**src/rtl/cpu_pkg.sv**
```systemverilog
// Shared CPU definitions: word width, opcode field and fetch FSM states.
// Reused by fetch and decode stages.
package cpu_pkg;

    localparam int XLEN = 19;

    // Opcode lives in the top four bits of the instruction word.
    localparam int OP_MSB = 18;
    localparam int OP_LSB = 15;
    localparam int OP_W   = OP_MSB - OP_LSB + 1;

    localparam logic [OP_W-1:0] OP_HALT = 4'b1111;

    typedef enum logic {
        ST_RUN  = 1'b0,
        ST_HALT = 1'b1
    } fetch_state_t;

    function automatic logic is_halt_op(input logic [OP_W-1:0] op);
        return op == OP_HALT;
    endfunction

endpackage

```
**src/rtl/fetch_queue.sv**
```systemverilog
// Fetch queue: DEPTH-entry FIFO of {pc, instr}; head is a register read.
// Ports: push/push_data, pop, flush, head, count, full, empty.
module fetch_queue #(
    parameter int W     = 38,
    parameter int DEPTH = 2
) (
    input  logic                     clk,
    input  logic                     rst_n,
    input  logic                     push,
    input  logic [W-1:0]             push_data,
    input  logic                     pop,
    input  logic                     flush,
    output logic [W-1:0]             head,
    output logic [$clog2(DEPTH):0]   count,
    output logic                     full,
    output logic                     empty
);

    localparam int AW = $clog2(DEPTH);
    localparam int CW = AW + 1;

    logic [W-1:0]  mem [DEPTH];
    logic [AW-1:0] rd_ptr;
    logic [AW-1:0] wr_ptr;

    // DEPTH is a power of two, so pointers wrap on their own.
    always_ff @(posedge clk or negedge rst_n) begin
        if (!rst_n) begin
            for (int i = 0; i < DEPTH; i++) begin
                mem[i] <= '0;
            end
            rd_ptr <= '0;
            wr_ptr <= '0;
            count  <= '0;
        end else if (flush) begin
            rd_ptr <= '0;
            wr_ptr <= '0;
            count  <= '0;
        end else begin
            if (push) begin
                mem[wr_ptr] <= push_data;
                wr_ptr      <= wr_ptr + 1'b1;
            end
            if (pop) begin
                rd_ptr <= rd_ptr + 1'b1;
            end
            count <= count + CW'(push) - CW'(pop);
        end
    end

    assign head  = mem[rd_ptr];
    assign full  = (count == CW'(DEPTH));
    assign empty = (count == '0);

endmodule

```
**src/rtl/fetch_ctrl.sv**
```systemverilog
// Fetch stage: PC register, RUN/HALT FSM and fetch queue toward decode.
// Ports: imem_addr/imem_instr, out_* handshake, redirect, resume, halted.
module fetch_ctrl
    import cpu_pkg::*;
#(
    parameter int               XLEN     = cpu_pkg::XLEN,
    parameter int               QDEPTH   = 2,
    parameter logic [XLEN-1:0]  RESET_PC = '0
) (
    input  logic            clk,
    input  logic            rst_n,
    output logic [XLEN-1:0] imem_addr,
    input  logic [XLEN-1:0] imem_instr,
    output logic            out_valid,
    output logic [XLEN-1:0] out_instr,
    output logic [XLEN-1:0] out_pc,
    input  logic            out_ready,
    input  logic            redirect_valid,
    input  logic [XLEN-1:0] redirect_pc,
    input  logic            resume,
    output logic            halted
);

    fetch_state_t state, state_nxt;

    logic [XLEN-1:0]          pc, pc_nxt;
    logic                     push, pop, take, space;
    logic [2*XLEN-1:0]        head;
    logic [$clog2(QDEPTH):0]  count;
    logic                     full, empty;

    fetch_queue #(
        .W     (2*XLEN),
        .DEPTH (QDEPTH)
    ) u_queue (
        .clk       (clk),
        .rst_n     (rst_n),
        .push      (push),
        .push_data ({pc, imem_instr}),
        .pop       (pop),
        .flush     (redirect_valid),
        .head      (head),
        .count     (count),
        .full      (full),
        .empty     (empty)
    );

    always_ff @(posedge clk or negedge rst_n) begin
        if (!rst_n) begin
            state <= ST_RUN;
            pc    <= RESET_PC;
        end else begin
            state <= state_nxt;
            pc    <= pc_nxt;
        end
    end

    assign take   = out_valid && out_ready;
    // A full queue still has room when the head leaves this cycle.
    assign space  = !full || take;
    // Flush on redirect wins; the popped head is simply dropped with the rest.
    assign pop    = take;
    assign halted = (state == ST_HALT) && empty;

    always_comb begin
        state_nxt = state;
        pc_nxt    = pc;
        push      = 1'b0;
        if (redirect_valid) begin
            state_nxt = ST_RUN;
            pc_nxt    = redirect_pc;
        end else begin
            case (state)
                ST_RUN: begin
                    if (space) begin
                        push   = 1'b1;
                        pc_nxt = pc + 1'b1;
                        if (is_halt_op(imem_instr[XLEN-1 -: OP_W])) begin
                            state_nxt = ST_HALT;
                        end
                    end
                end
                ST_HALT: begin
                    if (resume && halted) begin
                        state_nxt = ST_RUN;
                    end
                end
                default: state_nxt = ST_RUN;
            endcase
        end
    end

    assign imem_addr = pc;
    assign out_valid = (count != '0);
    assign out_pc    = head[2*XLEN-1:XLEN];
    assign out_instr = head[XLEN-1:0];

endmodule

```
**config.mk**
```make
export PLATFORM = sky130hd
export DESIGN_NAME = fetch_ctrl
export DESIGN_NICKNAME = d
export VERILOG_FILES = /design/src/rtl/cpu_pkg.sv /design/src/rtl/fetch_queue.sv /design/src/rtl/fetch_ctrl.sv
export SDC_FILE = /design/constraint.sdc
export NUM_CORES = 1
export LEC_CHECK = 0
export ABC_AREA = 1
export CAP_MARGIN = 0
export CORE_ASPECT_RATIO = 1.1
export CORE_MARGIN = 2
export CORE_UTILIZATION = 51
export DETAILED_ROUTE_END_ITERATION = 7
export GPL_ROUTABILITY_DRIVEN = 1
export MAX_ROUTING_LAYER = met4
export PLACE_DENSITY = 0.91
export RECOVER_POWER = 100
export SLEW_MARGIN = 20
export SYNTH_ARGS = -nofsm -noshare
export SYNTH_HDL_FRONTEND = slang
export SYNTH_SLANG_ARGS = --single-unit
```
**constraint.sdc**
```tcl
create_clock -name clk -period 2.01 [get_ports clk]
set_clock_uncertainty 0.15 [all_clocks]
set_input_delay 0.402 -clock clk [delete_from_list [all_inputs] [get_ports clk]]
set_output_delay 0.402 -clock clk [all_outputs]
set_load 0.01 [all_outputs]
```
[After elaboration in Yosys (flattened, before gate mapping)]
Cells that the tools add are included.
Operators by class
  add/subtract/negate cells: 5
  $lt $le $gt $ge: 3
  eq/ne operators: 3
  mux-type cells: 22
  bitwise gates (word level): 4
  reduce and logical (&&, ||, !) cells: 13
Operators with widths (number)
  38-bit 2-to-1 mux: 4
  76-bit bitwise mux: 1
  19-bit 2-to-1 mux: 3
  38-bit demux with 1-bit select: 1
  19-bit by 1-bit adder with 19-bit output, second input constant: 1
  1-bit 2-to-1 mux: 11
  2-bit nonzero test: 4
  4-bit equality test, second input constant: 1
  2-bit >= comparator, second input constant: 2
  1-bit logical AND: 4
  1-bit inverter with 2-bit output: 2
  2-bit AND reduction: 2
  1-bit adder, second input constant: 2
  2-bit by 1-bit adder with 2-bit output: 1
  2-bit equality test, second input constant: 1
  2-bit logical NOT: 1
  2-bit by 1-bit < comparator with 1-bit output, second input constant: 1
  2-bit 2-to-1 mux: 1
  2-bit != test, second input constant: 1
  1-bit inverter: 2
  1-bit case mux with 2 select lines: 1
  2-bit by 1-bit subtractor with 2-bit output: 1
  1-bit logical NOT: 1
  1-bit logical OR: 1
Word-level totals
  register bits: 100
  output and inout bits: 59

[Depth between registers and ports, before layout]
  depth after elaboration: 9
  mapped depth: 10
  mapped depth without buffers: 9

[Modules after synthesis]
Synthesis repeated with hierarchy kept, for this count alone.
Second synthesis, totals
  cells, all modules: 563
  area, all modules: 4976.0 µm²
Modules (own cells, without submodules)
  fetch_queue: instances 1, cells each 352, area each 3560.9 µm², seq. area each 2001.9 µm²
  fetch_ctrl: instances 1, cells each 211, area each 1415.1 µm², seq. area each 500.5 µm²

[Worst setup path before layout]
Ideal clock, no wire load.
  path kind: reg-to-reg
  from: register u_queue.count[1]
  to: register u_queue.count[1]
  setup time: 0.132 ns
  arrival: 1.486 ns
  data required time: 1.728 ns
  slack: 0.243 ns
  cell stages (with the launch flop): 9
  buffers on the path: 0
  cell sequence: dfrtp_1 or2_2 nand2_1 inv_1 ha_1 inv_1 ha_1 xor2_1 nor2_1
On the way
  word-level cells in the longest chain between the ends: 9
  elaborated cells on any way between the ends: 11
  those cells by class: 2 x add/sub; 1 x eq/ne; 4 x mux; 4 x reduce/logical
RTL lines
  from (decl): RTL line fetch_queue.sv:14  | output logic [$clog2(DEPTH):0] count,
  from (signal assigned): RTL line fetch_queue.sv:47  | count <= count + CW'(push) - CW'(pop);
  2-bit nonzero test (*): RTL line fetch_ctrl.sv:94  | assign out_valid = (count != '0);
  via out_valid: RTL line fetch_ctrl.sv:14  | output logic out_valid,
  1-bit logical AND (*): RTL line fetch_ctrl.sv:58  | assign take = out_valid && out_ready;
  1-bit logical OR: RTL line fetch_ctrl.sv:60  | assign space = !full || take;
  1-bit 2-to-1 mux: RTL line fetch_ctrl.sv:75  | if (space) begin
  1-bit 2-to-1 mux: RTL line fetch_ctrl.sv:73  | case (state)
  1-bit 2-to-1 mux: RTL line fetch_ctrl.sv:69  | if (redirect_valid) begin
  2-bit by 1-bit adder with 2-bit output: RTL line fetch_queue.sv:47
  2-bit by 1-bit subtractor with 2-bit output (*): RTL line fetch_queue.sv:47
  2-bit 2-to-1 mux (*): RTL line fetch_queue.sv:35  | end else if (flush) begin
The timed path passes the listed nets; every way through them passes the cells marked *.
A chain may end at the register's enable or synchronous reset.

[Worst setup path after layout]
  from: register u_queue.rd_ptr
  to: output out_instr[14]
On the way
  word-level cells in the longest chain between the ends: 4
RTL lines
  from (decl): RTL line fetch_queue.sv:23  | logic [AW-1:0] rd_ptr;
  from (signal assigned): RTL line fetch_queue.sv:45  | rd_ptr <= rd_ptr + 1'b1;
  1-bit inverter with 2-bit output (not written as such): RTL line fetch_queue.sv:51  | assign head = mem[rd_ptr];
  38-bit 2-to-1 mux (not written as such) (3 in a row): RTL line fetch_queue.sv:51
  to (decl): RTL line fetch_ctrl.sv:15  | output logic [XLEN-1:0] out_instr,
No other way between the ends. The select of a mux whose other input is x is not followed.

==> metrics <==
Syn Area/Cell=7.94 µm²; share of cells above drive strength 1=0.115; hpwl dp=8.65 mm; Hold/Removal Path Class=flop to flop; Arrival @ worst endpoint=1.45 ns; Pleak=approximately 3.0 nW; area grow syn2layout=24.8%; Syn Std Cell Area=roughly 4900 µm²; Hold Fails Final Rpt=0; GR Util met3=0.0316; critical setup path kind=flop to output pin; critical path endpoint category=output pin; Routed WL=about 13 mm; core box area=about 9300 µm²; Worst-Skew Late Latency=between 0.3 and 0.4 ns; flop2flop setup slack=about 0.090 ns; Critical Path Start Type=flop; initial DRC count=360; share of flip-flops with an asynchronous set or reset=1.00; Tcrit/Tclk final=0.997; share of Yosys cell area claimed by the top area cell type=0.514; crit-path cells=inv_2 -> buf_6 -> nand2_1 -> nand2_1 -> clkdlybuf4s15_1; CTS Buf Count=9; unrepaired setup endpoints after global routing=yes; Final #Nets=about 770; Most used DFF post-synth=dfrtp_1; post-synthesis sequential area ratio=0.514; ANT nets after route=0; min-delay src=u_queue.mem[0]; # rows=37; post-DR vias/cell=5.42; FILL cells=769; Syn Inst Count=614; CP startpoint=u_queue.rd_ptr; DR DRC count=0; fmax=~500 MHz; fin crit period=between 2 and 2.5 ns; antenna cells=0; VDD IR-drop max=~0.5 mV; first-pass GRT wire length=between 20 and 25 mm; Synth Warn #=0; Area after DPL=slightly above 6000 µm²; CTS tree=built; Die ar.=roughly 10,000 µm²; # setup viols final=0; critical path's largest stage delay=around 0.43 ns; top post-synthesis cells by count=nand2_1 (255), dfrtp_1 (100), o21ai_1 (53); largest cells by area after synthesis=dfrtp_1 (51%), nand2_1 (20%), o21ai_1 (5.4%); delay-heaviest family, CP=buffers and inverters; Worst-Margin Slew=between 0.9 and 1 ns; GR peak layer=met2; PortBufs=101; status=complete, no violations; Synth cell types=30; Chip Width=a little under 100 µm; Worst R2R Start=u_queue.count[1]; largest area contributor in the netlist=dfrtp_1; Hold Slack=0.343 ns; FF+latch count, synth=100; Clock Path Buffers=2; largest net degree at the start of global routing=38; root buf cell=clkbuf_8; Global Route Usage Sum=0.260; total grt overflow=0; met1 Usage GRT=0.328; number of global-route vias before repair=roughly 4,500; syn nets=660; Boundary Pins=~100; DR vias=4,576; Routed WL per cell=15.6 µm; first-pass detailed-route iteration total=6; Initial Util=0.524; Critical Path Fanout Max=12; Max-slew headroom=0.342; CTS sink cnt=100; PD cells=between 1000 and 1500 nW/µm²; Final Instance Area=6080 µm²; H-tree levels=3; gp weighted congestion=about 0.9; Pins Over Slew Limit=0; initial antenna violation count=0; Top cell by count, worst path=nand2_1; most common cell in the netlist=nand2_1; worst path bufs/invs=3; Die Height=107 µm; Worst EP required=around 1.5 ns; met2 usage=0.436; CP max stage cell=dfrtp_1; Post-synth EDFFs=0; Max Cap Viol=0; Reg clk slew, reported paths=0.09 ns
through the flow:
step | utilization | setup TNS, ns | total power [W] | worst slack [ns] | cells
after floorplan | - | 0 | 0.00503 | 0.243 | 614
after CTS | 0.678 | -0.239 | 0.00778 | -0.0510 | 845
after global placement | 0.656 | -1.07 | 0.00656 | -0.0531 | 823
final | 0.653 | 0 | 0.00758 | 0.00665 | 845
after detailed placement | 0.656 | -5.17 | 0.00674 | -0.145 | 823
after global routing | 0.653 | -0.795 | 0.00808 | -0.0784 | 845
cell usage in the layout, fill, tap and decap left out, types with 4 or more instances in the layout:
master	netlist	layout
dfrtp_2	0	4
clkbuf_1	9	13
inv_1	52	52
clkbuf_2	1	15
a22oi_1	7	7
dfrtp_1	100	96
clkdlybuf4s50_1	0	58
buf_4	4	8
clkdlybuf4s15_2	0	5
o21ai_1	53	32
nand3_1	14	14
clkbuf_8	0	10
buf_2	7	14
nand2_1	255	256
a21oi_1	4	4
nor2_1	32	32
o21ai_0	25	53
xor2_1	8	8
kinds of logic after synthesis:
family,count (synthesis),share of synthesized area
AO/OA/AOI/OAI,106,0.123
XOR/XNOR,10,0.0180
adder cells (fa/ha/maj),3,0.00770
buffers and inverters,83,0.0829
flip-flops,100,0.514
AND/OR/NAND/NOR,312,0.254
state kept, by name, indices dropped and copies added, names as in the netlist:
name            count
u_queue.mem        76
u_queue.rd_ptr      1
u_queue.count       2
state               1
imem_addr          19
u_queue.wr_ptr      1
routing by layer:
layer	share of wire	up-vias
met5	0	-
met4	0.015	0
met3	0.066	23
met2	0.51	228
met1	0.41	2183
li1	-	2142
worst register-to-register path: stages, from the launching register on:
cell and delay, ns:
dfrtp_1 0.38, buf_4 0.14, nand2_2 0.09, nand2_4 0.07, nor2_8 0.22, nand2_1 0.15, clkbuf_4 0.33, nand2_1 0.17
o21ai_0 0.11
timing repair:
item,CTS,global route
setup buffers,3,0
cloned,2,2
hold endpoints to repair,35,0
resized for setup,124,35
setup endpoints to repair,41,41
pin swaps,0,1
hold buffers,1,0
layout make-up:
| type | count | area, µm² | area share |
|---|---|---|---|
| clock inverters | 5 | 35.0 | 0.00576 |
| flip-flops and latches | 100 | 2510 | 0.413 |
| well taps | 117 | 146 | 0.0241 |
| repair buffers | 128 | 1100 | 0.182 |
| inverters | 53 | 199 | 0.0327 |
| multi-input cells | 431 | 1940 | 0.320 |
| clock buffers | 11 | 141 | 0.0233 |
report_power, final:
part	total, W	leakage [nW]	switching [W]	internal (W)
Clock	0.00120	0.0897	0.000716	0.000488
Combinational	0.00305	1.72	0.00177	0.00128
Sequential	0.00332	1.23	0.000541	0.00278
Total	0.00758	3.04	0.00303	0.00455
path summary, 6_finish.rpt:
kind / to / cells past startpoint
max: out_instr[14] / 5
min: u_queue.mem[0] / 2
max reg2reg: u_queue.mem[6] / 8
min reg2reg: u_queue.mem[0] / 2
max in group asynchronous: u_queue.mem[1] / 3
min in group asynchronous: u_queue.mem[49] / 2
Power figures use the tool's default switching activity.
